--- src/rtl/calc_seq_ctrl.sv ---
// calc_seq_ctrl: control FSM for the calculator datapath.
// It steps through operand load (WRITE1/WRITE2), register-file read (READ),
// ALU execute (EXEC) and output (OUTPUT). Optional accumulate passes
// (ACC_READ/EXEC pairs) run on the result register. Illegal opcodes go to ERR.
// Ports:
//   clk, rst          clock, async active-high reset
//   go, op, mode, iter start request and run parameters (sampled in IDLE)
//   s1                input mux select (3=in1, 2=in2, 0=ALU result)
//   WA, WE            register-file write address / enable
//   RAA, RAB, REA, REB register-file read addresses / enables
//   C                 ALU control (latched op, EXEC only)
//   S2                output mux select
//   cs                current state code
//   busy, done, err   handshake: busy while not IDLE, done/err one-cycle pulses
module calc_seq_ctrl #(
  parameter int ADDR_W  = 2,
  parameter int OP_W    = 3,
  parameter int NUM_OPS = 4,
  parameter int CNT_W   = 4,
  parameter int A_ADDR  = 1,
  parameter int B_ADDR  = 2,
  parameter int R_ADDR  = 3
) (
  input  logic              clk,
  input  logic              rst,
  input  logic              go,
  input  logic [OP_W-1:0]   op,
  input  logic              mode,
  input  logic [CNT_W-1:0]  iter,
  output logic [1:0]        s1,
  output logic [ADDR_W-1:0] WA,
  output logic              WE,
  output logic [ADDR_W-1:0] RAA,
  output logic [ADDR_W-1:0] RAB,
  output logic              REA,
  output logic              REB,
  output logic [OP_W-1:0]   C,
  output logic              S2,
  output logic [2:0]        cs,
  output logic              busy,
  output logic              done,
  output logic              err
);

  typedef enum logic [2:0] {
    S_IDLE     = 3'd0,
    S_WRITE1   = 3'd1,
    S_WRITE2   = 3'd2,
    S_READ     = 3'd3,
    S_EXEC     = 3'd4,
    S_ACC_READ = 3'd5,
    S_OUTPUT   = 3'd6,
    S_ERR      = 3'd7
  } state_e;

  localparam logic [ADDR_W-1:0] A_A = ADDR_W'(A_ADDR);
  localparam logic [ADDR_W-1:0] B_A = ADDR_W'(B_ADDR);
  localparam logic [ADDR_W-1:0] R_A = ADDR_W'(R_ADDR);
  // one extra bit so NUM_OPS = 2^OP_W (no illegal ops) compares correctly
  localparam logic [OP_W:0]     OPS_LIM = (OP_W+1)'(NUM_OPS);

  state_e           state_q, state_d;
  logic [OP_W-1:0]  op_q, op_d;
  logic             mode_q, mode_d;
  logic [CNT_W-1:0] rem_q, rem_d;

  always_ff @(posedge clk or posedge rst) begin
    if (rst) begin
      state_q <= S_IDLE;
      op_q    <= '0;
      mode_q  <= 1'b0;
      rem_q   <= '0;
    end else begin
      state_q <= state_d;
      op_q    <= op_d;
      mode_q  <= mode_d;
      rem_q   <= rem_d;
    end
  end

  always_comb begin
    state_d = state_q;
    op_d    = op_q;
    mode_d  = mode_q;
    rem_d   = rem_q;
    unique case (state_q)
      S_IDLE: if (go) begin
        op_d    = op;
        mode_d  = mode;
        rem_d   = mode ? iter : '0;
        state_d = ({1'b0, op} >= OPS_LIM) ? S_ERR : S_WRITE1;
      end
      S_WRITE1:   state_d = S_WRITE2;
      S_WRITE2:   state_d = S_READ;
      S_READ:     state_d = S_EXEC;
      // rem is only loaded non-zero in accumulate mode; guarding on mode_q too
      // keeps a single run from ever chaining passes
      S_EXEC: if (mode_q && rem_q != '0) begin
        rem_d   = rem_q - 1'b1;
        state_d = S_ACC_READ;
      end else begin
        state_d = S_OUTPUT;
      end
      S_ACC_READ: state_d = S_EXEC;
      S_OUTPUT:   state_d = S_IDLE;
      S_ERR:      state_d = S_IDLE;
      default:    state_d = S_IDLE;
    endcase
  end

  // Moore output decode
  always_comb begin
    s1   = 2'd0;
    WA   = '0;
    WE   = 1'b0;
    RAA  = '0;
    RAB  = '0;
    REA  = 1'b0;
    REB  = 1'b0;
    C    = '0;
    S2   = 1'b0;
    done = 1'b0;
    err  = 1'b0;
    unique case (state_q)
      S_WRITE1:   begin s1 = 2'd3; WA = A_A; WE = 1'b1; end
      S_WRITE2:   begin s1 = 2'd2; WA = B_A; WE = 1'b1; end
      S_READ:     begin RAA = A_A; RAB = B_A; REA = 1'b1; REB = 1'b1; end
      S_EXEC:     begin s1 = 2'd0; WA = R_A; WE = 1'b1; C = op_q; end
      S_ACC_READ: begin RAA = R_A; RAB = B_A; REA = 1'b1; REB = 1'b1; end
      S_OUTPUT:   begin S2 = 1'b1; done = 1'b1; end
      S_ERR:      err = 1'b1;
      default:    ;
    endcase
  end

  assign cs   = state_q;
  assign busy = (state_q != S_IDLE);

endmodule

--- config.mk ---
export PLATFORM = sky130hd
export DESIGN_NAME = calc_seq_ctrl
export DESIGN_NICKNAME = d
export VERILOG_FILES = /design/src/rtl/calc_seq_ctrl.sv
export SDC_FILE = /design/constraint.sdc
export NUM_CORES = 1
export LEC_CHECK = 0
export BUFFER_PORTS_ARGS = -buffer_cell sky130_fd_sc_hd__buf_2
export CAP_MARGIN = 20
export CORE_MARGIN = 4
export CORE_UTILIZATION = 46
export DETAILED_ROUTE_END_ITERATION = 12
export PLACE_DENSITY = 0.84
export SLEW_MARGIN = 25
export SYNTH_ARGS = -nofsm -noshare
export SYNTH_HDL_FRONTEND = slang
export SYNTH_SLANG_ARGS = --single-unit
export TNS_END_PERCENT = 100
--- constraint.sdc ---
create_clock -name clk -period 2.21 [get_ports clk]
set_input_delay 0.5525 -clock clk [delete_from_list [all_inputs] [get_ports clk]]
set_output_delay 0.5525 -clock clk [all_outputs]
set_load 0.005 [all_outputs]
==> impl_metrics.toml <==
[synth]
postSynthAreaPerCell_um2 = 9.06
ys_seq_area_frac = 0.349
synth.cell_area_um2 = 788
yosys_warnings = 0
synth_seq_cells = 11
synthCells = 87
synth_cell_types = 35
syn_nets = 99

[cts]
clk_latency_ns = 0.27
cts_buffers = 3
cts_tree = "done"
cts.sinks = 11
clock_path_buffers = 2
clk_pin_slew_worst_paths_ns = 0.07
cts_htree_levels = 1
post_cts_buffers = 0
postCtsHoldBufs = 0
clockRootBuffer = "clkbuf_4"

[detailed_routing]
drt_iter0_markers = 11
drtPass1Iterations = 4
viasPerCell = 5.39
via_count = 695
highest_layer = "met4"
drc = 0
routed_wirelength_mm = 1.81
ant_nets = 0
wl_met1_um = 787
met3_length_um = 113
wire_per_inst_um = 14.1
routed-wl-met2_um = 897

[placement]
dp.cells = 125
portBuffers = 30
gp_congestion = 0.875

[finish]
fillers = 158
fin_cells = 129
layout-drive-gt1-share = 0.416
post-route-util = 0.596
syn_to_final_growth_pct = 17.9
antennaDiodeCount = 0
final_nets = 126

[global_route]
grt_pass1_wl_mm = 3.14
grt_usage = 0.164
antenna_found_initial = 0
gr-total-overflow = 0
grt_max_degree = 15
grt_pass1_vias = 680

[timing]
rsz0062_at_grt = "false"
min_period_over_period = 0.954
fin_crit_ns = 2.11
max_slew.worst_pin.slew_ns = 0.588
max_freq_ghz = 0.474
holdWs_ns = 0.262
hold_violations = 0
max_slew_margin = 0.607
fin_tns_setup_ns = 0
setup_viol = 0
clock_skew_ns = 0.00134
slew_viol_final = 0

[floorplanning]
initial_core_util = 0.506
die_y_um = 49.4
row_count = 14
core_um2 = 1560
die_w_um = 49.4
num_io_pins = 32
dieArea_um2 = 2440

[hold_path]
hold_path.class = "primary input to asynchronous set/reset pin"

[outcome]
status = "finished clean"

[power_and_ir_drop]
ir_worst_vdd_v = 0.000746
leakage_nw = 0.497
cellPowerDensity_nw_per_um2 = 1410
finalPower_mw = 1.31

[worst_setup_path]
worstPathArrival_ns = 1.56
crit_path_start_kind = "register"
crit_fanout = 12
end_kind = "output port"
crit_type = "register to output port"
required_ns = 1.66

[job]
maxCapViolCount = 0
## worst max-delay path, cell delays in order (launching register included)
cell and delay, ns:
dfrtp_1 0.53, or3b_4 0.49, o21ai_0 0.11, buf_2 0.16
## registers in the layout, summed over array words and instances (netlist names)
signal,flops
op_q,3
rem_q,4
mode_q,1
cs,3
## synthesized netlist by cell type (all sizes together)
cell type | n | share of area
a21oi | 2 | 0.013
a221o | 1 | 0.013
a31oi | 1 | 0.016
and2 | 5 | 0.044
and3 | 1 | 0.0095
and4 | 1 | 0.011
buf | 9 | 0.089
clkbuf | 1 | 0.0048
conb | 1 | 0.0048
dfrtp | 11 | 0.35
ha | 1 | 0.016
inv | 5 | 0.024
mux2 | 3 | 0.048
mux2i | 2 | 0.025
nand2 | 16 | 0.076
nand2b | 2 | 0.016
nand3b | 1 | 0.0095
nor2 | 4 | 0.019
nor2b | 1 | 0.0079
nor3b | 1 | 0.024
nor4b | 1 | 0.019
o211ai | 4 | 0.038
o21ai | 4 | 0.025
o311ai | 1 | 0.011
or3 | 1 | 0.0095
or3b | 3 | 0.033
or4 | 1 | 0.0095
or4b | 1 | 0.013
xnor2 | 1 | 0.011
xor2 | 1 | 0.011
## metrics by stage
stage / area (um^2) / setup slack [ns]
global placement: 900 / 0.357
CTS: 927 / 0.00129
floorplan: 788 / 0.547
finish: 930 / 0.101
detailed placement: 900 / 0.271
global route: 930 / 0.0369
## worst paths after layout
kind                       startpoint       end  slack (ns)  cells past startpoint
min reg2reg                   op_q[2]   op_q[2]        0.48                      2
max in group asynchronous         rst     cs[2]        1.63                      2
min in group clk                op[0]   op_q[0]        0.48                      3
max                             cs[1]        WE        0.10                      3
min                               rst   op_q[0]        0.26                      2
max reg2reg                     cs[0]  rem_q[0]        0.34                      4
## timing repair
item | CTS | global route
hold endpoints to repair | 0 | 0
resized for setup | 1 | 1
setup endpoints to repair | 1 | 2
cloned | 0 | 0
## final cells by class
| type | count | area [um^2] | area share |
|---|---|---|---|
| clock buffers | 4 | 26.3 | 0.0283 |
| inverters | 5 | 18.8 | 0.0202 |
| repair buffers | 32 | 165 | 0.178 |
| flip-flops and latches | 11 | 277 | 0.297 |
| well taps | 16 | 20.0 | 0.0215 |
| multi-input cells | 61 | 423 | 0.455 |
## power breakdown
part           switching [mW]  total (mW)  internal [mW]
clock                  0.0699       0.140         0.0698
sequential              0.138       0.437          0.300
combinational           0.362       0.730          0.368
## kinds of logic after synthesis
group	count (synthesis)	synth area share
compound gates	13	0.116
xor+xnor	2	0.0222
fa+ha+maj	1	0.0159
buf+inv	15	0.117
flops	11	0.349
mux	5	0.0730
other cells	1	0.00476
simple gates	39	0.302
## cell usage in the layout, fill, tap and decap left out, drive strengths merged
| cell type | netlist | final |
|---|---|---|
| ha | 1 | 1 |
| a21oi | 2 | 2 |
| or4 | 1 | 1 |
| o21ai | 4 | 4 |
| xor2 | 1 | 1 |
| inv | 5 | 5 |
| conb | 1 | 1 |
| nor2 | 4 | 4 |
| mux2 | 3 | 3 |
| xnor2 | 1 | 1 |
| nor3b | 1 | 1 |
| or3b | 3 | 3 |
| a221o | 1 | 1 |
| and4 | 1 | 1 |
| nand3b | 1 | 1 |
| nand2 | 16 | 16 |
| nor4b | 1 | 1 |
| clkbuf | 1 | 4 |
| or4b | 1 | 1 |
| a31oi | 1 | 1 |
| o211ai | 4 | 4 |
| o311ai | 1 | 1 |
| nor2b | 1 | 1 |
| nand2b | 2 | 2 |
| or3 | 1 | 1 |
| mux2i | 2 | 2 |
| and3 | 1 | 1 |
| buf | 9 | 32 |
| dfrtp | 11 | 11 |
| and2 | 5 | 5 |
## per-layer routing
| metal | vias to the layer above | global-route usage |
|---|---|---|
| li1 | 341 | - |
| met1 | 330 | 0.217 |
| met2 | 22 | 0.259 |
| met3 | 2 | 0.0275 |
| met4 | 0 | 0.0783 |
| met5 | - | 0 |
Power figures use the tool's default switching activity.
